[src/rtl/cpu_run_sched.sv]
// Run/step sequencer: debounces the STEP/MODE keys and issues one-cycle start pulses to cpu_mem.
// Define CPU_RUN_BREAKPOINT_EN to stop RUN at a breakpoint address.

module cpu_run_sched #(
  parameter int unsigned DEB_CYCLES = 500000,
  parameter int unsigned RUN_DIV    = 5000000,
  parameter logic [3:0]  HALT_OP    = 4'hF
) (
  input  logic        clk,
  input  logic        rst,
  input  logic [1:0]  key,
  input  logic [7:0]  pc,
  input  logic [15:0] ir,
  input  logic [7:0]  bp_addr,
  input  logic        bp_valid,
  output logic        start,
  output logic [1:0]  mode,
  output logic [15:0] step_cnt
);

  localparam int unsigned DebW  = $clog2(DEB_CYCLES);
  localparam int unsigned TickW = $clog2(RUN_DIV);
  localparam logic [DebW-1:0]  DebLast  = DebW'(DEB_CYCLES - 1);
  localparam logic [TickW-1:0] TickLast = TickW'(RUN_DIV - 1);

  typedef enum logic [1:0] {
    StStep = 2'b00,
    StRun  = 2'b01,
    StHalt = 2'b10
  } state_e;

  logic [1:0]      sync1_q, sync2_q, deb_q, ev_q;
  logic [DebW-1:0] deb_cnt_q [2];

  state_e           state_q;
  logic             start_q;
  logic [15:0]      step_cnt_q;
  logic [TickW-1:0] tick_q;
  logic             tick_hit_q;
  logic             is_halt;

  assign is_halt = (ir[15:12] == HALT_OP);

  // Keys idle high; reset to the released level so no press is seen out of reset.
  always_ff @(posedge clk) begin
    if (rst) begin
      sync1_q <= 2'b11;
      sync2_q <= 2'b11;
      deb_q   <= 2'b11;
      ev_q    <= 2'b00;
      for (int i = 0; i < 2; i++) deb_cnt_q[i] <= '0;
    end else begin
      sync1_q <= key;
      sync2_q <= sync1_q;
      ev_q    <= 2'b00;
      for (int i = 0; i < 2; i++) begin
        if (sync2_q[i] == deb_q[i]) begin
          deb_cnt_q[i] <= '0;
        end else if (deb_cnt_q[i] == DebLast) begin
          deb_cnt_q[i] <= '0;
          deb_q[i]     <= sync2_q[i];
          ev_q[i]      <= ~sync2_q[i];
        end else begin
          deb_cnt_q[i] <= deb_cnt_q[i] + DebW'(1);
        end
      end
    end
  end

`ifdef CPU_RUN_BREAKPOINT_EN
  logic bp_armed_q;
  logic unused_ir;
  assign unused_ir = ^ir[11:0];
`else
  logic unused_in;
  assign unused_in = ^{ir[11:0], pc, bp_addr, bp_valid};
`endif

  // tick_hit_q delays the RUN decision one cycle after the counter wraps.
  always_ff @(posedge clk) begin
    if (rst) begin
      state_q    <= StStep;
      start_q    <= 1'b0;
      step_cnt_q <= '0;
      tick_q     <= '0;
      tick_hit_q <= 1'b0;
`ifdef CPU_RUN_BREAKPOINT_EN
      bp_armed_q <= 1'b1;
`endif
    end else begin
      start_q    <= 1'b0;
      tick_q     <= '0;
      tick_hit_q <= 1'b0;
`ifdef CPU_RUN_BREAKPOINT_EN
      if (pc != bp_addr) bp_armed_q <= 1'b1;
`endif
      case (state_q)
        StStep: begin
          if (ev_q[1]) begin
            state_q <= StRun;
          end else if (ev_q[0]) begin
            if (is_halt) begin
              state_q <= StHalt;
            end else begin
              start_q    <= 1'b1;
              step_cnt_q <= step_cnt_q + 16'd1;
            end
          end
        end
        StRun: begin
          if (ev_q[1]) begin
            state_q <= StStep;
          end else begin
            tick_q     <= (tick_q == TickLast) ? '0 : tick_q + TickW'(1);
            tick_hit_q <= (tick_q == TickLast);
            if (tick_hit_q) begin
              if (is_halt) begin
                state_q <= StHalt;
              end
`ifdef CPU_RUN_BREAKPOINT_EN
              else if (bp_valid && (pc == bp_addr) && bp_armed_q) begin
                state_q    <= StStep;
                bp_armed_q <= 1'b0;
              end
`endif
              else begin
                start_q    <= 1'b1;
                step_cnt_q <= step_cnt_q + 16'd1;
              end
            end
          end
        end
        StHalt:  state_q <= StHalt;
        default: state_q <= StStep;
      endcase
    end
  end

  assign start    = start_q;
  assign mode     = state_q;
  assign step_cnt = step_cnt_q;

endmodule

[config.mk]
export PLATFORM = sky130hd
export DESIGN_NAME = cpu_run_sched
export DESIGN_NICKNAME = d
export VERILOG_FILES = /design/src/rtl/cpu_run_sched.sv
export SDC_FILE = /design/constraint.sdc
export NUM_CORES = 1
export LEC_CHECK = 0
export ABC_AREA = 1
export BUFFER_PORTS_ARGS = -buffer_cell sky130_fd_sc_hd__buf_2
export CORE_ASPECT_RATIO = 1.75
export CORE_MARGIN = 3
export CORE_UTILIZATION = 53
export DETAILED_ROUTE_END_ITERATION = 12
export GPL_ROUTABILITY_DRIVEN = 0
export PLACE_DENSITY = 0.86
export SLEW_MARGIN = 20
export SYNTH_ARGS = -nofsm -noshare
export SYNTH_HDL_FRONTEND = slang
export SYNTH_SLANG_ARGS = --single-unit
export TNS_END_PERCENT = 20
[constraint.sdc]
create_clock -name clk -period 1.6 [get_ports clk]
set_input_delay 0.16 -clock clk [delete_from_list [all_inputs] [get_ports clk]]
set_output_delay 0.16 -clock clk [all_outputs]
set_load 0.1 [all_outputs]
==> metrics.csv <==
metric;value;unit
cap_violations;0;
hp-class;in2reg;
die_height;132;um
tightest_slew;511;ps
cp.depth;7;
max_freq;632;MHz
die_area;10400;um2
crit_type;reg2reg;
coreArea;8780;um2
setup_viol;0;
layout-drive-gt1-share;0.165;
cp_slowest_stage_delay;410;ps
synth_cell_types;35;
clkSinkCount;89;
seq_area_frac_synth;0.446;
rsz0062_at_grt;true;
cpLargestDelayFamily;flip-flops;
via_per_inst;5.00;
p_sw_frac;0.226;
syn_area_per_cell;7.42;um2
slew_viol_final;0;
synthTopCellsByArea;edfxtp_1 24%, dfxtp_1 21%, nand2_1 12%;
cp-end-kind;flip-flop;
io_buffers;26;
netlist_instances;653;
leakage;2.22;nW
intPower;3.72;mW
syn_to_final_growth;20.4;%
dr.pass1.iters;5;
power_density;825;nW/um2
power_frac_comb;0.040;
power.switching;1.09;mW
peakVddDrop;0.816;mV
worstPathArrival;1670;ps
htreeDepth;3;
clockRootBuffer;clkbuf_16;
initial_utilization;0.552;
synth_top_area_share;0.236;
fin_area;5830;um2
pre_cts_ws;1.41;ps
tritoncts;yes;
grt_pass1_vias;4292;
chipWidth;78.3;um
period_needed;1580;ps
status;completed;
whs_path_depth;2;
crit_buf_inv;2;
n_fill_cell;714;
grt_first_pass_wirelength;17500;um
setup_ws;17.9;ps
io_pins;56;
grt_start_max_net_pins;31;
min_period_over_period;0.989;
critical_path.max_fanout;17;
ys_ff_latch;89;
clk_latency;350;ps
finalHoldViolations;0;
synth_largest_area_cell;edfxtp_1;
vias;4317;
grt_antenna_before_repair;0;
fin_nets;783;
seq_area;2190;um2
clkSlewWorstSetupHoldPaths;70;ps
skew;10.0;ps
crit_path_start_kind;flip-flop;
relSlewSlack;0.662;
sequentialPowerShare;0.510;
power_frac_clock;0.451;
drc;0;
slowest_stage;edfxtp_1;
gr-total-overflow;0;
wire_per_inst;12.0;um
cp_cell_sequence;ha_4 > nand3_4 > inv_4 > nand4_4 > o21bai_4 > buf_12 > a21oi_1;
cts-buffers-inserted;9;
required;1690;ps
dp_hpwl;7550;um
rows;45;
clk_path_buf_depth;2;
finalSetupTns;0;ps
syn_area;4840;um2
reg2reg_depth;7;
antenna_cells;0;
yosysWarnings;0;
dr.first_iter.drc_count;223;
placed_area;5380;um2
routed_wl;10300;um
multi_input_area;2600;um2
drtAntennaViolNets;0;
total_power;4.81;mW
grt_use_total;0.209;
[synth_stat cells]
cell,count
nor4_1,1
nor2_1,158
nand3_2,5
o21bai_1,1
nor2_2,8
inv_1,54
and3_1,1
inv_2,2
conb_1,1
nor3_2,1
o21bai_4,1
buf_4,3
buf_6,4
nand3b_1,6
edfxtp_1,38
nand4_4,1
nand3_1,50
nand2_2,3
nor2_4,4
o21ai_0,10
nor3_1,4
or2_0,1
buf_2,2
or2_2,4
xnor2_1,14
dfxtp_1,51
nand4_1,5
nand2_1,159
a21oi_1,33
clkinv_1,1
xor2_1,20
a211oi_1,1
buf_1,1
nand2_4,1
ha_1,4
[what timing repair did]
| item | 4_1_cts | 5_1_grt |
|---|---|---|
| setup buffers | 0 | 6 |
| endpoints found under the hold margin | 2 | 0 |
| pin swaps | 0 | 6 |
| resized for setup | 1 | 19 |
| endpoints found under the setup margin | 17 | 44 |
| hold buffers | 2 | 0 |
[worst paths after layout]
path,startpoint,slack (ps),to
max,deb_cnt_q[1][0],20,deb_cnt_q[1][8]
min reg2reg,sync1_q[0],410,sync2_q[0]
max reg2reg,deb_cnt_q[1][0],20,deb_cnt_q[1][8]
min,rst,130,step_cnt[0]
[power by group through the flow]
stage | Combinational (mW) | Clock [mW] | Sequential, mW
2_1_floorplan | 0.116 | 0 | 2.49
3_3_place_gp | 0.163 | 0 | 2.50
3_5_place_dp | 0.168 | 0 | 2.50
4_1_cts | 0.175 | 2.22 | 2.45
5_1_grt | 0.216 | 2.30 | 2.46
6_report | 0.191 | 2.17 | 2.45
[per-layer routing]
metal | global-route usage | wire, um
met3 | 0.0395 | 286
met2 | 0.371 | 5580
met5 | 0 | 0
met1 | 0.220 | 3990
met4 | 0.139 | 495
[flip-flops by register name, summed over array words and instances, names as in the netlist]
register    count
tick_q         23
sync1_q         2
deb_cnt_q      38
sync2_q         2
start           1
step_cnt       16
mode            2
deb_q           2
ev_q            2
tick_hit_q      1
[cell families after synthesis]
group | Yosys count | share of synthesized area
AO/OA/AOI/OAI | 46 | 0.0514
XOR/XNOR | 34 | 0.0615
adder cells (fa/ha/maj) | 4 | 0.0103
buffers and inverters | 67 | 0.0609
flip-flops | 89 | 0.446
other | 1 | 0.000774
AND/OR/NAND/NOR | 412 | 0.369
[area by class of cell]
class | instances | share of cell area
Clock inverter | 7 | 0.0144
Multi-Input combinational cell | 534 | 0.445
Clock buffer | 9 | 0.0386
Sequential cell | 89 | 0.376
Inverter | 57 | 0.0371
Tap cell | 117 | 0.0251
Timing Repair Buffer | 51 | 0.0639
[layout by cell type, fill, tap and decap left out, types with 2 or more instances in the layout]
cell type and count:
or2_2 4, nand3_1 49, inv_8 2, ha_4 2
o21ai_0 9, dlygate4sd3_1 2, edfxtp_1 38, nand3b_1 6
inv_6 2, xor2_1 20, conb_1 38, buf_2 26
buf_4 19, nand2_1 158, inv_2 3, dfxtp_4 3
nand4_1 5, nor2_4 7, dfxtp_2 13, nor2_2 10
nor3_1 4, nor2_1 153, buf_12 4, inv_1 53
clkbuf_16 9, nand3_2 5, dfxtp_1 35, nand2_2 4
a21oi_1 33, xnor2_1 14
[through the flow]
stage / std cells / utilization / hold slack [ps]
2_1_floorplan: 690 / - / 264
3_3_place_gp: 840 / 0.613 / 349
3_5_place_dp: 840 / 0.613 / 348
4_1_cts: 858 / 0.651 / 127
5_1_grt: 864 / 0.664 / 157
6_report: 864 / 0.664 / 132
[worst reg2reg max path, stage by stage, from the launching register on]
cell,delay [ps]
edfxtp_1,410
ha_4,190
nand3_4,110
inv_4,110
nand4_4,110
o21bai_4,180
buf_12,160
a21oi_1,60
No activity file was read; power rests on OpenSTA's default activity.
